===== config.mk =====
export PLATFORM = sky130hd
export DESIGN_NAME = dcp_atmos_transmission_flat
export DESIGN_NICKNAME = d
export VERILOG_FILES = /design/src/rtl/dcp_atmos_transmission_if.sv /design/src/rtl/dcp_atmos_transmission.sv /design/src/flat_wrapper.sv
export SDC_FILE = /design/constraint.sdc
export NUM_CORES = 1
export LEC_CHECK = 0
export CAP_MARGIN = 15
export CORE_AREA = 2 2 234 236
export DETAILED_ROUTE_END_ITERATION = 12
export DIE_AREA = 0 0 236 238
export GPL_ROUTABILITY_DRIVEN = 0
export PLACE_DENSITY_LB_ADDON = 0.25
export RECOVER_POWER = 50
export SLEW_MARGIN = 20
export SYNTH_ARGS = -nofsm -noshare
export SYNTH_HDL_FRONTEND = slang
export SYNTH_SLANG_ARGS = --single-unit

===== constraint.sdc =====
create_clock -name pixelclk -period 7.4 [get_ports pixelclk]
set_clock_uncertainty 0.1 [all_clocks]
set_input_delay 1.48 -clock pixelclk [delete_from_list [all_inputs] [get_ports pixelclk]]
set_output_delay 1.48 -clock pixelclk [all_outputs]
set_load 0.02 [all_outputs]

===== src/rtl/dcp_atmos_transmission_if.sv =====
// Pixel-side bundle of the dark-channel / transmittance stage: the incoming
// pixel stream plus the aligned pixel, transmittance and atmospheric-light outputs.
interface dcp_atmos_transmission_if;
   logic        i_vsync;
   logic [23:0] i_rgb;
   logic        i_data_valid;
   logic [23:0] o_rgb;
   logic [7:0]  o_transmittance;
   logic [7:0]  o_dark_max;
   logic        o_data_valid;
   logic        o_busy;

   modport master (
      output i_vsync, i_rgb, i_data_valid,
      input  o_rgb, o_transmittance, o_dark_max, o_data_valid, o_busy
   );

   modport slave (
      input  i_vsync, i_rgb, i_data_valid,
      output o_rgb, o_transmittance, o_dark_max, o_data_valid, o_busy
   );
endinterface


===== src/rtl/dcp_atmos_transmission.sv =====
// Dark channel, per-frame atmospheric light A with a serial reciprocal divider,
// and a 4-stage per-pixel transmittance pipeline t = 255 - w*255*dark/A.
module dcp_atmos_transmission #(
   parameter int unsigned OMEGA  = 243,
   parameter int unsigned T_MIN  = 26,
   parameter int unsigned A_INIT = 255
) (
   input  logic                     pixelclk,
   input  logic                     reset,
   dcp_atmos_transmission_if.slave  px
);

   localparam logic [15:0] DIVIDEND   = 16'd65280;
   localparam logic [7:0]  OMEGA_C    = 8'(OMEGA);
   localparam logic [7:0]  T_MIN_C    = 8'(T_MIN);
   localparam logic [7:0]  A_INIT_C   = 8'(A_INIT);
   localparam logic [15:0] RECIP_INIT = 16'(65280 / A_INIT);

   typedef enum logic [1:0] {S_IDLE, S_DIV, S_UPDATE} state_t;

   function automatic logic [7:0] min3(input logic [23:0] rgb);
      logic [7:0] m;
      m = (rgb[23:16] < rgb[15:8]) ? rgb[23:16] : rgb[15:8];
      return (rgb[7:0] < m) ? rgb[7:0] : m;
   endfunction

   // (dark*recip)>>8 saturated to 255; covers dark above the previous frame's A.
   function automatic logic [7:0] sat_norm(input logic [23:0] prod);
      return (prod[23:16] != 8'd0) ? 8'hFF : prod[15:8];
   endfunction

   function automatic logic [7:0] clamp_t(input logic [7:0] haze);
      logic [7:0] t;
      t = 8'd255 - haze;
      return (t < T_MIN_C) ? T_MIN_C : t;
   endfunction

   state_t      state_q;
   logic        vsync_q;
   logic        vsync_edge;
   logic [7:0]  dark_c;
   logic [7:0]  frame_max_q;
   logic [7:0]  a_pend_q;
   logic [7:0]  a_cur_q;
   logic [15:0] recip_q;
   logic        busy_q;
   logic [3:0]  cnt_q;
   logic [8:0]  rem_q;
   logic [15:0] dvd_q;
   logic [15:0] quo_q;
   logic [8:0]  rem_sh;
   logic [8:0]  rem_d;
   logic [15:0] quo_d;
   logic        q_bit;

   assign vsync_edge = px.i_vsync & ~vsync_q;
   assign dark_c     = min3(px.i_rgb);

   // A pixel on the edge cycle seeds the new frame's maximum.
   always_ff @(posedge pixelclk) begin
      if (reset) begin
         vsync_q     <= 1'b0;
         frame_max_q <= 8'd0;
      end else begin
         vsync_q <= px.i_vsync;
         if (vsync_edge)
            frame_max_q <= px.i_data_valid ? dark_c : 8'd0;
         else if (px.i_data_valid && (dark_c > frame_max_q))
            frame_max_q <= dark_c;
      end
   end

   always_comb begin
      rem_sh = {rem_q[7:0], dvd_q[15]};
      q_bit  = (rem_sh >= {1'b0, a_pend_q});
      rem_d  = q_bit ? (rem_sh - {1'b0, a_pend_q}) : rem_sh;
      quo_d  = {quo_q[14:0], q_bit};
   end

   // A new edge always restarts the divider, so a_cur/recip only ever receive a finished pair.
   always_ff @(posedge pixelclk) begin
      if (reset) begin
         state_q  <= S_IDLE;
         busy_q   <= 1'b0;
         a_cur_q  <= A_INIT_C;
         recip_q  <= RECIP_INIT;
         a_pend_q <= 8'd1;
         cnt_q    <= 4'd0;
         rem_q    <= 9'd0;
         dvd_q    <= 16'd0;
         quo_q    <= 16'd0;
      end else if (vsync_edge) begin
         a_pend_q <= (frame_max_q == 8'd0) ? 8'd1 : frame_max_q;
         rem_q    <= 9'd0;
         dvd_q    <= DIVIDEND;
         quo_q    <= 16'd0;
         cnt_q    <= 4'd0;
         state_q  <= S_DIV;
         busy_q   <= 1'b1;
      end else begin
         case (state_q)
            S_DIV: begin
               rem_q <= rem_d;
               dvd_q <= {dvd_q[14:0], 1'b0};
               quo_q <= quo_d;
               cnt_q <= cnt_q + 4'd1;
               if (cnt_q == 4'd15) state_q <= S_UPDATE;
            end
            S_UPDATE: begin
               a_cur_q <= a_pend_q;
               recip_q <= quo_q;
               busy_q  <= 1'b0;
               state_q <= S_IDLE;
            end
            default: state_q <= S_IDLE;
         endcase
      end
   end

   logic        vld_p1, vld_p2, vld_p3, vld_p4;
   logic [23:0] rgb_p1, rgb_p2, rgb_p3, rgb_p4_q;
   logic [7:0]  dark_p1;
   logic [15:0] recip_p1;
   logic [7:0]  norm_p2;
   logic [7:0]  haze_p3;
   logic [7:0]  t_p4_q;
   logic [23:0] prod_c;
   logic [15:0] haze_prod_c;

   assign prod_c      = {16'd0, dark_p1} * {8'd0, recip_p1};
   assign haze_prod_c = {8'd0, norm_p2} * {8'd0, OMEGA_C};

   always_ff @(posedge pixelclk) begin
      if (reset) begin
         vld_p1 <= 1'b0;
         vld_p2 <= 1'b0;
         vld_p3 <= 1'b0;
         vld_p4 <= 1'b0;
      end else begin
         vld_p1 <= px.i_data_valid;
         vld_p2 <= vld_p1;
         vld_p3 <= vld_p2;
         vld_p4 <= vld_p3;
      end
   end

   // S1: dark channel; recip is captured here so a pixel sees one consistent A.
   always_ff @(posedge pixelclk) begin
      rgb_p1   <= px.i_rgb;
      dark_p1  <= dark_c;
      recip_p1 <= recip_q;
      // S2: normalised dark
      rgb_p2   <= rgb_p1;
      norm_p2  <= sat_norm(prod_c);
      // S3: haze = norm * omega
      rgb_p3   <= rgb_p2;
      haze_p3  <= haze_prod_c[15:8];
   end

   // S4: transmittance with floor
   always_ff @(posedge pixelclk) begin
      if (reset) begin
         rgb_p4_q <= 24'd0;
         t_p4_q   <= 8'd0;
      end else begin
         rgb_p4_q <= rgb_p3;
         t_p4_q   <= clamp_t(haze_p3);
      end
   end

   assign px.o_rgb           = rgb_p4_q;
   assign px.o_transmittance = t_p4_q;
   assign px.o_data_valid    = vld_p4;
   assign px.o_dark_max      = a_cur_q;
   assign px.o_busy          = busy_q;

endmodule


===== src/flat_wrapper.sv =====
// flat-port wrapper written by rule: the top's interface ports become plain ports
module dcp_atmos_transmission_flat 
#(
   parameter int unsigned OMEGA  = 243,
   parameter int unsigned T_MIN  = 26,
   parameter int unsigned A_INIT = 255
)
  (pixelclk, reset, px_i_vsync, px_i_rgb, px_i_data_valid, px_o_rgb, px_o_transmittance, px_o_dark_max, px_o_data_valid, px_o_busy);
  dcp_atmos_transmission_if px_i ();
  input  logic pixelclk;
  input  logic reset;
  input wire logic [$bits(px_i.i_vsync)-1:0] px_i_vsync;
  input wire logic [$bits(px_i.i_rgb)-1:0] px_i_rgb;
  input wire logic [$bits(px_i.i_data_valid)-1:0] px_i_data_valid;
  output wire logic [$bits(px_i.o_rgb)-1:0] px_o_rgb;
  output wire logic [$bits(px_i.o_transmittance)-1:0] px_o_transmittance;
  output wire logic [$bits(px_i.o_dark_max)-1:0] px_o_dark_max;
  output wire logic [$bits(px_i.o_data_valid)-1:0] px_o_data_valid;
  output wire logic [$bits(px_i.o_busy)-1:0] px_o_busy;
  assign px_i.i_vsync = px_i_vsync;
  assign px_i.i_rgb = px_i_rgb;
  assign px_i.i_data_valid = px_i_data_valid;
  assign px_o_rgb = px_i.o_rgb;
  assign px_o_transmittance = px_i.o_transmittance;
  assign px_o_dark_max = px_i.o_dark_max;
  assign px_o_data_valid = px_i.o_data_valid;
  assign px_o_busy = px_i.o_busy;
  dcp_atmos_transmission #(.OMEGA(OMEGA), .T_MIN(T_MIN), .A_INIT(A_INIT)) u_core (.pixelclk(pixelclk), .reset(reset), .px(px_i));
endmodule

Word level (Yosys, flattened, before mapping)
Index checks and enable logic that the tools add are counted.
{ "word_totals": {"n_memories": 0, "latch_bits": 0, "mem_bits_ro": 0, "regBits": 228, "inputBits": 28, "ram_bits": 0} }
{ "op_classes": {"n_addsub": 3, "div": 0, "shift": 0, "order_cmp": 5, "bitwise_logic": 4, "muxes": 15, "multipliers": 2, "eq_ne": 4, "reduce_logical": 10} }
{ "op_table": {"columns": ["op", "n"], "rows": [
  ["$mux 8", 7],
  ["$mux 16", 2],
  ["$mul 8x16->24", 1],
  ["$lt 8x8->1", 2],
  ["$mul 8x8->16 const B", 1],
  ["$ge 9x8->1", 1],
  ["$gt 8x8->1", 1],
  ["$logic_not 8->1", 1],
  ["$lt 8x5->1 const B", 1],
  ["$reduce_bool 8->1", 1],
  ["$sub 8x8->8", 1],
  ["$sub 8x8->8 const A", 1],
  ["$reduce_bool 2->1", 3],
  ["$mux 1", 5],
  ["$mux 5", 1],
  ["$add 4x1->4 const B", 1],
  ["$eq 4x4->1 const B", 1],
  ["$reduce_or 2->1", 2],
  ["$ne 3x1->1 const B", 1],
  ["$not 1->1", 3],
  ["$reduce_or 3->1", 1],
  ["$eq 2x1->1 const B", 1],
  ["$eq 2x2->1 const B", 1],
  ["$reduce_and 2->1", 1],
  ["other kinds (2)", 2]
]} }

Depth between registers and ports, before layout
Gate-level depths: netlist of the first run.
{ "depth": {"word_depth": 8, "mapped_depth": 23, "depth_no_buf": 23} }

Worst setup path before layout of the first run
OpenSTA, ideal clock, no wires.
{ "synth_path": {"path_kind": "in2reg", "from": "input px_i_rgb[11]", "to": "register u_core.frame_max_q[0]", "required_time_ps": 7183, "path_slack_ps": 1275, "path_buffers": 0, "setup_ps": 117, "cell_stages": 21, "arrival_time_ps": 5908, "path_cell_list": "inv_1 ha_1 a21oi_1 o21ai_0 and2_1 nor2_1 mux2i_1 ha_1 a21o_1 a21o_1 a2111oi_0 a21oi_2 mux2i_1 ha_1 a21o_1 a21o_1 a21oi_1 o21ai_0 o211a_1 o21a_1 a22o_1"} }
{ "synth_via": {"elab_chain_len": 7, "elab_cells_between_ends": 10} }
{ "synth_lines": {"columns": ["item", "line_no", "text"], "rows": [
  ["start: declaration", "flat_wrapper.sv:13", "input wire logic [$bits(px_i.i_rgb)-1:0] px_i_rgb;"],
  ["$lt 8x8->1", "dcp_atmos_transmission.sv:23", "m = (rgb[23:16] < rgb[15:8]) ? rgb[23:16] : rgb[15:8];"],
  ["$mux 8 (*)", "dcp_atmos_transmission.sv:23", null],
  ["$lt 8x8->1", "dcp_atmos_transmission.sv:24", "return (rgb[7:0] < m) ? rgb[7:0] : m;"],
  ["$mux 8 (*)", "dcp_atmos_transmission.sv:24", null],
  ["named net u_core.dark_c[5]", "dcp_atmos_transmission.sv:41", "logic [7:0] dark_c;"],
  ["$gt 8x8->1 (*)", "dcp_atmos_transmission.sv:68", "else if (px.i_data_valid && (dark_c > frame_max_q))"],
  ["$logic_and 1x1->1 (*)", "dcp_atmos_transmission.sv:68", null],
  ["$reduce_bool 2->1 (no line) (*)", null, null],
  ["end signal: assignment", "dcp_atmos_transmission.sv:67", "frame_max_q <= px.i_data_valid ? dark_c : 8'd0;"],
  ["end signal: assignment", "dcp_atmos_transmission.sv:69", "frame_max_q <= dark_c;"],
  ["end: declaration", "dcp_atmos_transmission.sv:42", "logic [7:0] frame_max_q;"]
]} }
The timed path passes the listed nets; every way through them passes the cells marked *. The select of a mux whose other input is x is not followed.
A chain may end at the register's enable or synchronous reset.

Worst setup path after layout of the first run
{ "layout_path": {"from": "input px_i_rgb[11]", "to": "register u_core.frame_max_q[7]"} }
Same word-level chain as after synthesis.

==> results of run 1 <==
[cells in the mapped netlist, types with 8 or more instances]
master | n | area share, %
a21o_1 | 12 | 0.74
nor3_1 | 8 | 0.33
a21oi_1 | 78 | 3.2
nor2b_1 | 38 | 2.0
nor2_1 | 41 | 1.3
a22o_1 | 8 | 0.58
and2_1 | 97 | 5.0
ha_1 | 111 | 11
nand2_1 | 159 | 4.9
nand2b_1 | 12 | 0.62
xnor2_1 | 18 | 1.3
clkbuf_1 | 31 | 0.96
fa_1 | 103 | 17
inv_1 | 123 | 3.8
o21ai_0 | 27 | 1.1
a211oi_1 | 9 | 0.55
dfxtp_1 | 228 | 37
mux2i_1 | 20 | 1.6
nand3b_1 | 12 | 0.74
[per-stage QoR]
step / instances / utilization [%] / instance area [sq um] / total power, uW
after floorplan: 1224 / - / 12200 / 2470
after global placement: 1960 / 25.5 / 13700 / 2810
after detailed placement: 1960 / 25.5 / 13700 / 2820
after CTS: 2005 / 27.2 / 14500 / 4150
after global routing: 2005 / 27.2 / 14500 / 4380
final: 2005 / 27.2 / 14500 / 4060
[cell type report]
type                            instances  area share (%)
Sequential cell                       228            31.4
Clock buffer                           35            4.91
Multi-Input combinational cell        838            48.4
Timing Repair Buffer                   75            5.00
Tap cell                              696            6.00
Clock inverter                         10            1.10
Inverter                              123            3.18
[critical path, delay by kind of cell]
family / cells / cell delay, ns
AO/OA/AOI/OAI: 11 / 2.13
AND/OR/NAND/NOR: 5 / 0.95
adder cells (fa/ha/maj): 3 / 0.89
buffers and inverters: 3 / 0.85
multiplexers: 2 / 0.61
[power by group]
| part | switching, uW | internal [uW] |
|---|---|---|
| registers | 106 | 1350 |
| logic | 688 | 621 |
| clock network | 507 | 785 |
| total | 1300 | 2750 |
[flip-flops by register name, indices dropped and copies added (netlist names)]
signal / cells
u_core.a_pend_q: 8
u_core.cnt_q: 4
u_core.dark_p1: 8
u_core.dvd_q: 8
u_core.frame_max_q: 8
u_core.haze_p3: 8
u_core.norm_p2: 8
u_core.px.o_busy: 1
u_core.px.o_dark_max: 8
u_core.px.o_data_valid: 1
u_core.px.o_rgb: 24
u_core.px.o_transmittance: 8
u_core.quo_q: 16
u_core.recip_p1: 16
u_core.recip_q: 16
u_core.rem_q: 8
u_core.rgb_p1: 24
u_core.rgb_p2: 24
u_core.rgb_p3: 24
u_core.state_q: 2
u_core.vld_p1: 1
u_core.vld_p2: 1
u_core.vld_p3: 1
u_core.vsync_q: 1
[worst paths after layout]
path,slack (ns),from,cells after the start,end
worst max-delay path,0.88,px_i_rgb[11],24,u_core.frame_max_q[7]
worst min-delay path,0.23,u_core.rgb_p1[20],0,u_core.rgb_p2[20]
worst min register to register,0.23,u_core.rgb_p1[20],0,u_core.rgb_p2[20]
worst max register to register,1.56,u_core.dark_p1[6],16,u_core.norm_p2[4]
[cells by family (layout without fill, tap and decap cells)]
group | Yosys count | after routing | share of synthesized area (%)
buffers and inverters | 158 | 243 | 4.87
AOI/OAI and AO/OA | 178 | 178 | 9.13
and+or+nand+nor | 399 | 399 | 16.5
adders and majority gates | 214 | 214 | 28.3
DFF | 228 | 228 | 37.5
xor gates and xnor gates | 25 | 25 | 1.80
muxes | 22 | 22 | 1.83
[per-layer routing]
metal / up-vias / routed length [um]
met5: - / 0
met4: 0 / 543
li1: 4117 / -
met2: 78 / 12100
met3: 31 / 676
met1: 3991 / 12500
[cell usage in the layout (no fill, tap or decap), types with 5 or more instances in the layout]
cell type          n
buf_4              5
o21ai_0           27
a21oi_1           78
nand3_1            7
dlygate4sd3_1     24
xnor2_1           18
nand3b_1          12
xor2_1             7
a22o_1             8
clkbuf_1           7
nand4_1            7
a21o_1            12
nor3_1             8
fa_1             103
nand2_1          159
a211oi_1           9
nor2_1            41
clkdlybuf4s50_1   44
clkbuf_16         25
o21a_1             5
nor2b_1           37
nand2b_1          11
inv_1            123
and2_1            97
ha_1             111
a211o_1            6
dfxtp_1          228
mux2i_1           20
clkbuf_8           5
a31oi_1            7
==> flow_summary.toml, run 1 <==
[run_status]
outcome = "finished, violations left"
violations = "capacitance limit, slew limit"

[floorplan]
floorplan.initialDensity_pct = 22.8
dieArea_sq_mm = 0.0562
die_h_um = 238
die_w_um = 236
rows = 85
ios = 70
core_area_sq_mm = 0.0535

[worst_setup_path]
worstPathArrival_ns = 6.91
crit_path_start_kind = "input pin"
crit_fanout = 8
crit_path_cell_trace = "dlygate4sd3_1 > inv_1 > ha_1 > a21oi_1 > o21ai_0 > and2_1 > nor2_1 > buf_4 > mux2i_1 > ha_1 > a21o_1 > a21o_1 > a2111oi_0 > a21oi_2 > mux2i_1 > ha_1 > nor2b_1 > o21ai_0 > nand2b_1 > a21oi_1 > o21ai_0 > o211a_1 > nor2_1 > a22o_1"
cp-end-kind = "register"
max_stage_delay_ns = 0.59
critical_path.slowest_cell = "dlygate4sd3_1"
path_class = "in -> reg"
critPathRequiredTime_ns = 7.78

[global_routing]
antenna_found_initial = 0
grt_pass1_vias = 8721
grt_usage_pct = 9.43
grt_pass1_wl_um = 44300
met3_usage_pct = 1.21
grt_max_degree = 74
gr-total-overflow = 0
grt_use_met1_pct = 12.4
met2_usage_pct = 16.0
busiest_layer = "met2"

[clock_tree]
cts_hold_buf = 0
post_cts_buffers = 0
clk_latency_ns = 0.54
cts_tree = "built"
clock-root-buffer = "clkbuf_16"
clk_pin_slew_worst_paths_ns = 0.06
cts_resized = 0
clk_path_buf_depth = 3
numCtsBuffers = 25
htree_levels = 1
clkSinkCount = 228

[sta]
period_needed_ns = 6.52
tns_ns = 0
setup_viol = 0
slew_headroom_pct = -128
setup_slack_ns = 0.878
worst_pin_slew_ns = 3.43
rsz0062_at_grt = "false"
drv_slew = 74
hold_ws_ns = 0.226
hold_viol = 0
timing.fmax_ghz = 0.153
period_share_pct = 88.1

[finish]
diodes = 0
multi_input_area_sq_mm = 0.00703
nFillCells = 5614
regArea_sq_mm = 0.00456
nets = 1533
synthToLayoutAreaGrowth_pct = 19.3
layout-drive-gt1-share_pct = 4.51

[synth]
yosys_warnings = 0
synth_seq_cells = 228
synth_edf_count = 0
ys_types = 55
synth_ff_type = "dfxtp_1"
synthArstFlopShare_pct = 0
syn_area_sq_mm = 0.0122
postSynthAreaPerCell_sq_um = 9.95
ys_seq_area_share_pct = 37.5
syn_inst = 1224
syn_nets = 1466

[power_and_ir_drop]
vdd_drop_max_mv = 0.154
leakage_uw = 0.00634
p_per_area_mw_per_mm2 = 279

[detailed_routing]
ant_nets = 0
num_vias = 8217
vias_per_cell = 4.10
drtIter0Drc = 301
drt-pass1-iter-count = 4
wl_um = 25700
wire_per_inst_um = 12.8
drc = 0

[place]
io_buffers = 69
post-dp-hpwl_um = 19700
dp_slack_ns = 0.390

[flow_run]
maxCapViolCount = 1

[min_path]
hp-class = "reg -> reg"
Note: power is estimated with default switching activity, not from simulation.
==> inputs of run 2 (changes only) <==
==> constraint.sdc (replaced) <==
create_clock -name pixelclk -period 7.4 [get_ports pixelclk]
set_clock_uncertainty 0.1 [all_clocks]
set_input_delay 2.22 -clock pixelclk [delete_from_list [all_inputs] [get_ports pixelclk]]
set_output_delay 2.22 -clock pixelclk [all_outputs]
set_load 0.02 [all_outputs]
==> flow_summary.toml, run 2 (synthesized netlist as in run 1, its figures left out) <==
[worst_setup_path]
critical_path.slowest_cell = "a2111oi_1"
crit_fanout = 8
r2r_setup_slack_ns = 1.55
r2r-start = "u_core.dark_p1[2]"
rr_worst_depth = 16
cp-end-kind = "register"
max_stage_delay_ns = 0.49
crit_path_cell_trace = "clkdlybuf4s50_1 > inv_1 > ha_1 > a21oi_1 > o21ai_0 > and2_1 > nor2_1 > buf_4 > mux2i_1 > ha_1 > a21oi_1 > nor2_1 > a2111oi_1 > a21oi_2 > buf_4 > mux2i_1 > ha_1 > a21o_1 > a21o_1 > a21oi_1 > o21ai_0 > o211a_1 > o21a_1 > a22o_1"
critPathRequiredTime_ns = 7.73
worstPathArrival_ns = 7.30
crit_path_start_kind = "input pin"
rr_endpoint = "u_core.norm_p2[1]"
path_class = "in -> reg"

[finish]
diodes = 0
synthToLayoutAreaGrowth_pct = 20.5
final_common_cell = "dfxtp_1"
mostFrequentLayoutCells = "228 x dfxtp_1, 159 x nand2_1, 123 x inv_1, 111 x ha_1, 103 x fa_1"
nets = 1552
stdcell_count = 2025
layout-drive-gt1-share_pct = 6.02

[sta]
slew_headroom_pct = -34.4
rsz0062_at_grt = "false"
hold_ws_ns = 0.226
timing.fmax_ghz = 0.143
setup_viol = 0
period_needed_ns = 6.97
drv_slew = 84
period_share_pct = 94.2
worst_pin_slew_ns = 2.02
hold_viol = 0
setup_slack_ns = 0.430
tns_ns = 0

[floorplan]
ios = 70
floorplan.initialDensity_pct = 22.8
die_w_um = 236
rows = 85
die_h_um = 238
dieArea_sq_mm = 0.0562
core_area_sq_mm = 0.0535

[detailed_routing]
ant_nets = 0
drtIter0Drc = 292
drc = 0
wire_per_inst_um = 13.0
wl_um = 26300
num_vias = 8218
vias_per_cell = 4.06
drt-pass1-iter-count = 4

[clock_tree]
htree_levels = 1
post_cts_buffers = 0
cts_hold_buf = 0
clock-root-buffer = "clkbuf_16"
clk_latency_ns = 0.54
clk_pin_slew_worst_paths_ns = 0.06
numCtsBuffers = 25
clk_path_buf_depth = 3
cts_tree = "built"
cts_resized = 0
clkSinkCount = 228

[place]
dp_slack_ns = -0.117
io_buffers = 69
post-dp-hpwl_um = 20000
placed_cells = 1979

[global_routing]
grt_use_met1_pct = 12.5
met3_usage_pct = 1.30
grt_max_degree = 47
grt_pass1_vias = 8737
antenna_found_initial = 0
grt_pass1_wl_um = 45100
busiest_layer = "met2"
met2_usage_pct = 16.9
grt_usage_pct = 9.71
gr-total-overflow = 0

[run_status]
violations = "capacitance limit, slew limit"
outcome = "finished, violations left"

[min_path]
hp-start = "u_core.rgb_p2[9]"
holdPathStages = 0
min_delay_worst_endpoint = "u_core.rgb_p3[9]"
hp-class = "reg -> reg"

[power_and_ir_drop]
p_per_area_mw_per_mm2 = 279
leakage_uw = 0.00644
vdd_drop_max_mv = 0.159

[flow_run]
maxCapViolCount = 2
[run 2: area by class of cell]
type | count | area (sq um)
Tap cell | 696 | 871
Sequential cell | 228 | 4560
Fill cell | 5625 | 38800
Clock inverter | 13 | 190
Timing Repair Buffer | 94 | 868
Multi-Input combinational cell | 838 | 7030
Inverter | 123 | 462
Clock buffer | 33 | 686
[run 2: per-layer routing]
layer | vias to the layer above | wire, um
li1 | 4174 | -
met1 | 3937 | 12500
met2 | 70 | 12600
met3 | 37 | 677
met4 | 0 | 509
met5 | - | 0
[run 2: worst max path at each step]
| stage | start | endpoint | slack [ns] | depth (start not counted) |
|---|---|---|---|---|
| after floorplan | px_i_rgb[11] | u_core.frame_max_q[0] | 0.53 | 21 |
| after global placement | px_i_rgb[11] | u_core.frame_max_q[3] | 0.04 | 24 |
| after detailed placement | px_i_rgb[11] | u_core.frame_max_q[4] | -0.12 | 24 |
| after CTS | px_i_rgb[11] | u_core.frame_max_q[4] | 0.43 | 24 |
| after global routing | px_i_rgb[11] | u_core.frame_max_q[1] | 0.02 | 23 |
| final | px_i_rgb[11] | u_core.frame_max_q[4] | 0.43 | 24 |
[run 2: worst max-delay path: cells and delay by family]
| family | cells | cell delay [ns] |
|---|---|---|
| AND/OR/NAND/NOR | 3 | 0.45 |
| adder cells (fa/ha/maj) | 3 | 0.81 |
| multiplexers | 2 | 0.46 |
| buffers and inverters | 4 | 0.94 |
| AO/OA/AOI/OAI | 12 | 2.41 |
[run 2: stage by stage]
stage | util (%) | area [sq um] | total power, uW
floorplan | - | 12200 | 2470
global placement | 25.8 | 13800 | 2820
CTS | 27.4 | 14700 | 4190
finish | 27.4 | 14700 | 4090
global route | 27.4 | 14700 | 4440
detailed placement | 25.8 | 13800 | 2840
[run 2: where the power goes]
part / internal [uW] / switching, uW
clock: 799 / 514
combinational: 635 / 688
sequential: 1350 / 107
total: 2780 / 1310
==> inputs of run 3 (changes only) <==
--- a/config.mk
+++ b/config.mk
@@ -7,12 +7,13 @@
 export LEC_CHECK = 0
 export CAP_MARGIN = 15
 export CORE_AREA = 2 2 234 236
+export CTS_CLUSTER_DIAMETER = 120
 export DETAILED_ROUTE_END_ITERATION = 12
 export DIE_AREA = 0 0 236 238
 export GPL_ROUTABILITY_DRIVEN = 0
 export PLACE_DENSITY_LB_ADDON = 0.25
 export RECOVER_POWER = 50
-export SLEW_MARGIN = 20
+export SLEW_MARGIN = 25
 export SYNTH_ARGS = -nofsm -noshare
 export SYNTH_HDL_FRONTEND = slang
 export SYNTH_SLANG_ARGS = --single-unit
==> flow_summary.toml, run 3 (synthesized netlist as in run 1, its figures left out) <==
[finish]
final_common_cell = "dfxtp_1"
diodes = 0
stdcell_count = 2025
multi_input_area_sq_mm = 0.00703
synthToLayoutAreaGrowth_pct = 20.7
layout-drive-gt1-share_pct = 6.09
nets = 1553
mostFrequentLayoutCells = "228 x dfxtp_1, 159 x nand2_1, 123 x inv_1, 111 x ha_1, 103 x fa_1"
nFillCells = 5606
regArea_sq_mm = 0.00456

[sta]
period_share_pct = 94.2
drv_slew = 84
setup_slack_ns = 0.431
rsz0062_at_grt = "false"
setup_viol = 0
period_needed_ns = 6.97
slew_headroom_pct = -35.7
worst_pin_slew_ns = 2.04
tns_ns = 0
hold_viol = 0
timing.fmax_ghz = 0.143
hold_ws_ns = 0.225

[floorplan]
die_w_um = 236
die_h_um = 238
core_area_sq_mm = 0.0535
ios = 70
floorplan.initialDensity_pct = 22.8
dieArea_sq_mm = 0.0562
rows = 85

[clock_tree]
clock-root-buffer = "clkbuf_16"
cts_tree = "built"
clkSinkCount = 228
post_cts_buffers = 0
numCtsBuffers = 25
clk_path_buf_depth = 3
htree_levels = 1
clk_latency_ns = 0.54
clk_pin_slew_worst_paths_ns = 0.06

[worst_setup_path]
cp_num_buf_inv = 4
crit_fanout = 8
max_stage_delay_ns = 0.49
cp-end-kind = "register"
critical_path.slowest_cell = "a2111oi_1"
critPathTopFamily = "compound AO/OA/AOI/OAI gates"
path_class = "in -> reg"
crit_path_start_kind = "input pin"
crit_path_cell_trace = "clkdlybuf4s50_1 > inv_1 > ha_1 > a21oi_1 > o21ai_0 > and2_1 > nor2_1 > buf_4 > mux2i_1 > ha_1 > a21oi_1 > nor2_1 > a2111oi_1 > a21oi_2 > buf_4 > mux2i_1 > ha_1 > a21o_1 > a21o_1 > a21oi_1 > o21ai_0 > o211a_1 > o21a_1 > a22o_1"
worstPathArrival_ns = 7.30
critPathRequiredTime_ns = 7.73

[place]
dp_slack_ns = -0.117
post-dp-hpwl_um = 20000
io_buffers = 69
placed_cells = 1979

[global_routing]
antenna_found_initial = 0
grt_pass1_vias = 8718
grt_max_degree = 47
gr-total-overflow = 0
grt_usage_pct = 9.67
grt_pass1_wl_um = 45000

[detailed_routing]
vias_per_cell = 4.06
wire_per_inst_um = 12.9
num_vias = 8229
ant_nets = 0
drt-pass1-iter-count = 4
drtIter0Drc = 283
wl_um = 26200
drc = 0

[power_and_ir_drop]
power.total_uw = 4100
switching_power_uw = 1310
pwr-share-clk_pct = 32.2
pwr-share-comb_pct = 32.3
vdd_drop_max_mv = 0.159
p_per_area_mw_per_mm2 = 279
cell_internal_pwr_uw = 2790
leakage_uw = 0.00645
switching_share_pct = 31.9
seqPwrFrac_pct = 35.5

[flow_run]
maxCapViolCount = 2

[run_status]
outcome = "finished, violations left"
violations = "capacitance limit, slew limit"

[min_path]
hp-class = "reg -> reg"
run 3: metal layers:
| metal | track usage (%) | vias to the layer above | part of all wire (%) |
|---|---|---|---|
| met2 | 16.8 | 80 | 48 |
| met3 | 1.24 | 34 | 2.5 |
| met1 | 12.5 | 3941 | 48 |
| li1 | - | 4174 | - |
| met5 | 0 | - | 0 |
| met4 | 2.88 | 0 | 1.9 |
run 3: area by class of cell:
class                   count  area share (%)
inverters                 123            3.14
multi-input cells         838            47.9
repair buffers             95            6.01
clock buffers              33            4.73
flip-flops and latches    228            31.1
well taps                 696            5.93
clock inverters            12            1.28
run 3: metrics by stage:
| stage | area [sq um] | util (%) |
|---|---|---|
| after floorplan | 12200 | - |
| after global placement | 13800 | 25.8 |
| after detailed placement | 13800 | 25.8 |
| after CTS | 14700 | 27.4 |
| after global routing | 14700 | 27.5 |
| final | 14700 | 27.5 |
run 3: power by group through the flow:
stage / Sequential [uW] / Clock, uW / Combinational (uW)
final: 1460 / 1320 / 1320
after global routing: 1480 / 1420 / 1550
after global placement: 1490 / 0 / 1330
after floorplan: 1450 / 0 / 1020
after detailed placement: 1490 / 0 / 1350
after CTS: 1460 / 1370 / 1360
run 3: worst paths after layout:
path	startpoint	end	slack [ns]	depth (start not counted)
setup / recovery	px_i_rgb[11]	u_core.frame_max_q[4]	0.43	24
hold / removal	u_core.rgb_p1[2]	u_core.rgb_p2[2]	0.23	0
setup reg to reg	u_core.dark_p1[2]	u_core.norm_p2[1]	1.54	16
hold reg to reg	u_core.rgb_p1[2]	u_core.rgb_p2[2]	0.23	0
run 3: timing repair:
item                                    4_1_cts  5_1_grt
hold buffers                                  0        0
gates resized for setup                       0        2
endpoints found under the setup margin        0        8
